[src/rtl/regfile_pkg.sv]
// Shared helpers for the register file: address width and packed-port slice offsets.
package regfile_pkg;

    localparam int ZERO_ADDR = 0;

    function automatic int calc_aw(input int n);
        return (n > 1) ? $clog2(n) : 1;
    endfunction

    function automatic int addr_lsb(input int k, input int aw);
        return k * aw;
    endfunction

    function automatic int data_lsb(input int k, input int dw);
        return k * dw;
    endfunction

endpackage

[src/rtl/regfile_scoreboard.sv]
// Busy-bit scoreboard: one pending-producer bit per register, set by issue claims,
// cleared by writebacks that carry wclr.
module regfile_scoreboard
    import regfile_pkg::*;
#(
    parameter int NUMREGS  = 32,
    parameter int NUM_WR   = 2,
    parameter int ZERO_REG = 1,
    localparam int AW      = calc_aw(NUMREGS)
) (
    input  logic                 clk_i,
    input  logic                 rst_i,
    input  logic [NUM_WR-1:0]    we_i,
    input  logic [NUM_WR*AW-1:0] waddr_i,
    input  logic [NUM_WR-1:0]    wclr_i,
    input  logic                 claim_i,
    input  logic [AW-1:0]        claim_addr_i,
    output logic                 claim_ready_o,
    output logic [NUMREGS-1:0]   busy_o,
    output logic [NUMREGS-1:0]   clr_hit_o
);

    logic [NUMREGS-1:0] busy_q;
    logic [NUMREGS-1:0] busy_d;
    logic [NUMREGS-1:0] clr_vec;
    logic [NUMREGS-1:0] set_vec;
    logic               claim_zero;
    logic               claim_ok;

    always_comb begin
        clr_vec = '0;
        for (int p = 0; p < NUM_WR; p++) begin
            if (we_i[p] && wclr_i[p]) begin
                clr_vec[waddr_i[addr_lsb(p, AW) +: AW]] = 1'b1;
            end
        end
    end

    // A claim to the hardwired zero register is always accepted but never tracked.
    always_comb begin
        claim_zero = (ZERO_REG != 0) && (claim_addr_i == AW'(ZERO_ADDR));
        claim_ok   = claim_zero | ~busy_q[claim_addr_i] | clr_vec[claim_addr_i];
        set_vec    = '0;
        if (claim_i && claim_ok && !claim_zero) begin
            set_vec[claim_addr_i] = 1'b1;
        end
        // Set is ORed after the clear so a same-cycle handoff keeps the bit.
        busy_d = set_vec | (busy_q & ~clr_vec);
    end

    always_ff @(posedge clk_i or posedge rst_i) begin
        if (rst_i) begin
            busy_q <= '0;
        end else begin
            busy_q <= busy_d;
        end
    end

    assign claim_ready_o = rst_i | claim_ok;
    assign busy_o        = busy_q;
    assign clr_hit_o     = clr_vec;

endmodule

[src/rtl/regfile_sb.sv]
// Multi-port register file with write priority, optional write-to-read bypass,
// optional hardwired zero register and an attached busy scoreboard.
module regfile_sb
    import regfile_pkg::*;
#(
    parameter int NUMREGS   = 32,
    parameter int DATAWIDTH = 32,
    parameter int NUM_RD    = 2,
    parameter int NUM_WR    = 2,
    parameter int ZERO_REG  = 1,
    parameter int BYPASS    = 1,
    localparam int AW       = calc_aw(NUMREGS)
) (
    input  logic                        clk_i,
    input  logic                        rst_i,
    input  logic [NUM_RD-1:0]           re_i,
    input  logic [NUM_RD*AW-1:0]        raddr_i,
    output logic [NUM_RD*DATAWIDTH-1:0] rdata_o,
    output logic [NUM_RD-1:0]           rbusy_o,
    input  logic [NUM_WR-1:0]           we_i,
    input  logic [NUM_WR*AW-1:0]        waddr_i,
    input  logic [NUM_WR*DATAWIDTH-1:0] wdata_i,
    input  logic [NUM_WR-1:0]           wclr_i,
    input  logic                        claim_i,
    input  logic [AW-1:0]               claim_addr_i,
    output logic                        claim_ready_o,
    output logic [NUMREGS-1:0]          busy_o
);

    logic [DATAWIDTH-1:0] bank_q [NUMREGS];
    logic [NUMREGS-1:0]   clr_hit;

    regfile_scoreboard #(
        .NUMREGS  (NUMREGS),
        .NUM_WR   (NUM_WR),
        .ZERO_REG (ZERO_REG)
    ) u_sb (
        .clk_i         (clk_i),
        .rst_i         (rst_i),
        .we_i          (we_i),
        .waddr_i       (waddr_i),
        .wclr_i        (wclr_i),
        .claim_i       (claim_i),
        .claim_addr_i  (claim_addr_i),
        .claim_ready_o (claim_ready_o),
        .busy_o        (busy_o),
        .clr_hit_o     (clr_hit)
    );

    // Ports are applied in ascending order so the highest index wins a collision.
    always_ff @(posedge clk_i or posedge rst_i) begin
        if (rst_i) begin
            for (int r = 0; r < NUMREGS; r++) begin
                bank_q[r] <= '0;
            end
        end else begin
            for (int p = 0; p < NUM_WR; p++) begin
                if (we_i[p] && !((ZERO_REG != 0) &&
                                 (waddr_i[addr_lsb(p, AW) +: AW] == AW'(ZERO_ADDR)))) begin
                    bank_q[waddr_i[addr_lsb(p, AW) +: AW]] <= wdata_i[data_lsb(p, DATAWIDTH) +: DATAWIDTH];
                end
            end
        end
    end

    always_comb begin
        logic [AW-1:0]        ra;
        logic [DATAWIDTH-1:0] rd;
        rdata_o = '0;
        rbusy_o = '0;
        ra      = '0;
        rd      = '0;
        for (int k = 0; k < NUM_RD; k++) begin
            ra = raddr_i[addr_lsb(k, AW) +: AW];
            rd = bank_q[ra];
            if (BYPASS != 0) begin
                for (int p = 0; p < NUM_WR; p++) begin
                    if (we_i[p] && (waddr_i[addr_lsb(p, AW) +: AW] == ra)) begin
                        rd = wdata_i[data_lsb(p, DATAWIDTH) +: DATAWIDTH];
                    end
                end
            end
            if (!rst_i && re_i[k] && !((ZERO_REG != 0) && (ra == AW'(ZERO_ADDR)))) begin
                rdata_o[data_lsb(k, DATAWIDTH) +: DATAWIDTH] = rd;
                // A consumer reading in the writeback cycle gets forwarded data, so it is not busy.
                rbusy_o[k] = busy_o[ra] & ~((BYPASS != 0) & clr_hit[ra]);
            end
        end
    end

endmodule

[config.mk]
export PLATFORM = sky130hd
export DESIGN_NAME = regfile_sb
export DESIGN_NICKNAME = d
export VERILOG_FILES = /design/src/rtl/regfile_pkg.sv /design/src/rtl/regfile_scoreboard.sv /design/src/rtl/regfile_sb.sv
export SDC_FILE = /design/constraint.sdc
export NUM_CORES = 2
export LEC_CHECK = 0
export ABC_CLOCK_PERIOD_IN_PS = 48000
export BUFFER_PORTS_ARGS = -buffer_cell sky130_fd_sc_hd__buf_4
export CORE_UTILIZATION = 58
export DETAILED_ROUTE_END_ITERATION = 6
export GPL_ROUTABILITY_DRIVEN = 0
export PLACE_DENSITY = 0.73
export SLEW_MARGIN = 25
export SYNTH_ARGS = -nofsm -noshare
export SYNTH_HDL_FRONTEND = slang
export SYNTH_SLANG_ARGS = --single-unit
[constraint.sdc]
create_clock -name clk_i -period 48 [get_ports clk_i]
set_input_delay 4.8 -clock clk_i [delete_from_list [all_inputs] [get_ports clk_i]]
set_output_delay 4.8 -clock clk_i [all_outputs]
set_load 0.02 [all_outputs]
==> impl_results.md <==
- Status: complete, no violations
- Max IR drop VDD: 0.0000355 V
- Reg2reg end: u_sb.busy_o[12]
- Main synth FF type: dfrtp_1
- Resized cells post-CTS: 0
- Worst-Skew Late Latency: 750 ps
- WP depth: 13
- Maximum level of the CTS H-tree: 3
- CP startpoint: raddr_i[0]
- Clk_skew: about 11 ps
- Via count: just over 60000
- Fillers: slightly above 9000
- Congestion Overflow GR: 0
- Worst path bufs/invs: 7
- FF-to-FF Start: u_sb.busy_o[9]
- Post-synth EDFFs: 0
- Vias per cell: between 7 and 8
- Worst hold stages: 0
- Die Y: around 350 um
- CP Capture Point: rdata_o[30]
- Worst slew pin tran: 1280 ps
- RSZ-0062 raised after global routing: false
- Core area: 117000 um^2
- Crit path largest cell delay: 930 ps
- R2R depth: 8
- CP cell instances: buf_8 > buf_4 > buf_4 > buf_12 > buf_4 > buf_4 > mux2i_1 > o221ai_1 > o22ai_1 > nor3_1 > a211oi_1 > o21ai_1 > buf_4
- Highest Clock Rate: around 62 MHz
- Drt pass-1 iters: 7
- Leakage: about 0.030 uW
- Number of global-route vias before repair: ~58000
- Top cell by count, worst path: buf_4
- Initial antenna violation count: 19
- Largest net degree at the start of global routing: around 170
- Sequential-to-total area share from yosys stat: 0.385
- PortBufs: roughly 200
- WS Path Type: in -> out
- Final period utilization: 0.335
- Critical Path RT: around 43000 ps
- Min Tclk post-route: 16080 ps
- Setup Buffers After CTS: 0
- Post-synthesis simple-gate area fraction: 0.0873
- CTS Sinks: approximately 1100
- Compound-Gate Fraction of Synth Area: 0.158
- Initial core utilization: 0.587
- Root buf cell: clkbuf_16
- Commonest cells post-synth: 1499 x mux2i_1, 1056 x dfrtp_1, 657 x a21oi_1
- Mux cell area share after synthesis: 0.312
- Area Overhead vs Synth: 7.45%
- Post-Syn Instances: approximately 7000
- Placed Instance Area: a little under 70000 um^2
- #FFs+latches synth: between 1000 and 1500
- Critical path's top delay family: buffers and inverters
- Critical path's slowest cell: buf_4
- CTS tree: built
- # setup viols final: 0
- Post-route cell area: about 74000 um^2
- Post-place setup slack: about 32000 ps
- TNS Setup: 0 ps
- # hold bufs at CTS: 0
- Num CTS Buffers: around 120
- CP arrival: about 11000 ps
- Area contributors post-synth: dfrtp_1 39%, mux2i_1 22%, mux4_2 9.3%, a21oi_1 4.8%, o21ai_0 3.7%
- Async set-or-reset flop fraction in the synthesized netlist: 1.00
- Clock buffer depth: 3
- I/O pins: around 200
- Setup crit end kind: output port
- Most frequent cell after synthesis: mux2i_1
- Drt initial violations: ~9900
- Residual DRC count: 0
- Fin. max-slew vios: 0
- Adder-cell share of the synthesized area: 0
- Cell Area, Synth: 68600 um^2
- Tot GR Track Use: 0.445
- Full die area: approximately 120000 um^2
- Share of the synthesized area in the top cell type: 0.385
- Finished Core Util: 0.631
- Xor-xnor portion of the synthesized cell area: 0.00255
- Post-layout nets: about 6700
- Setup slack after layout: 31920 ps
- Mean Syn Cell Area: 9.74 um^2
- Dpl hpwl: approximately 140000 um
- Largest family of logic cells by synthesized area: multiplexers
- Post-Route WL: between 200000 and 300000 um
- Total of max-cap violations: 0
- Worst Setup Start Kind: input pin
- CTS clk-pin slew, worst paths: roughly 60 ps
- Routed Antenna Nets: 0
- Min-Delay Path Class: reg -> reg
- CP Max Fanout: 118
- Cell area power density: approximately 41 nW/um^2
- Final hold violation count: 0
- Syn Nets: a little over 7000
- Die W: approximately 350 um
- Worst hold slack: approximately 400 ps
- Yosys cell types: 64
- Max-slew headroom: 0.149
- Yosys synthesis warning count: 0
- WL/cell: between 30 and 40 um
- FP Rows: ~130
- Layout cells sized above 1: 0.130
- Global-route wire length before repair: a little under 400000 um
- Top cell type by total area after synthesis: dfrtp_1
- Worst reg-to-reg setup slack: between 40000 and 50000 ps
[worst register-to-register path: stages (launching register included)]
cell and delay [ps]:
dfrtp_1 450, mux4_2 480, a22o_1 230, a221oi_1 210
o2111ai_1 210, nand4_2 290, nor4_4 50, buf_4 240
o21ai_0 230
[logic make-up after synthesis]
kind of cell	count (synthesis)
AND/OR/NAND/NOR	1456
multiplexers	1784
AO/OA/AOI/OAI	1845
flip-flops	1056
buffers and inverters	884
XOR/XNOR	20
[routing by layer]
layer,track usage,routed length [um],vias to the layer above
met1,0.556,92400,29100
met5,0.00200,40,-
li1,-,-,25000
met4,0.331,24700,6
met3,0.151,41300,1511
met2,0.638,114000,5236
[worst min path at each step]
| stage | from | endpoint |
|---|---|---|
| 2_1_floorplan | bank_q[1000] | bank_q[1000] |
| 3_3_place_gp | bank_q[1003] | bank_q[1003] |
| 3_5_place_dp | bank_q[1001] | bank_q[1001] |
| 4_1_cts | bank_q[1001] | bank_q[1001] |
| 5_1_grt | bank_q[1017] | bank_q[1017] |
| 6_report | bank_q[1012] | bank_q[1012] |
[state kept, by name, summed over array words and instances, names as in the netlist]
| name | flops |
|---|---|
| bank_q | 1024 |
| u_sb.busy_o | 32 |
[cell usage in the layout (no fill, tap or decap), drive strengths merged, types with 9 or more instances in the layout]
cell,netlist,routed
nand3b,12,12
a22oi,18,18
a211oi,69,69
nor3,74,74
mux4,283,283
clkbuf,598,173
nand2,632,632
and3,9,9
nor2,644,644
o221ai,262,262
diode,0,18
o22ai,170,170
nor3b,11,11
inv,20,23
dfrtp,1056,1056
buf,266,291
nand3,15,15
a32oi,27,27
o21ai,621,621
mux2i,1499,1499
clkinv,0,33
xor2,16,16
a21oi,657,657
[metrics by stage]
| stage | power, uW | std cells |
|---|---|---|
| after floorplan | 1860 | 7045 |
| after detailed placement | 2070 | 7996 |
| after CTS | 2990 | 8212 |
| final | 3010 | 8232 |
| after global placement | 2030 | 7995 |
| after global routing | 3130 | 8225 |
[final cells by class]
type                       instances  area [um^2]  area share
antenna                           18         45.0    0.000611
clock buffer                     171         3470      0.0471
clock inverter                    45          454     0.00616
inverter                          20         87.6     0.00119
multi-input combinational       5105        39000       0.529
sequential                      1056        26400       0.358
tap                             1524         1910      0.0259
timing repair buffer             293         2350      0.0319
[power breakdown]
group | internal [uW] | total, uW | switching [uW]
logic | 376 | 766 | 390
registers | 1120 | 1320 | 193
clock network | 533 | 932 | 400
total | 2030 | 3010 | 983
Power figures use the tool's default switching activity.
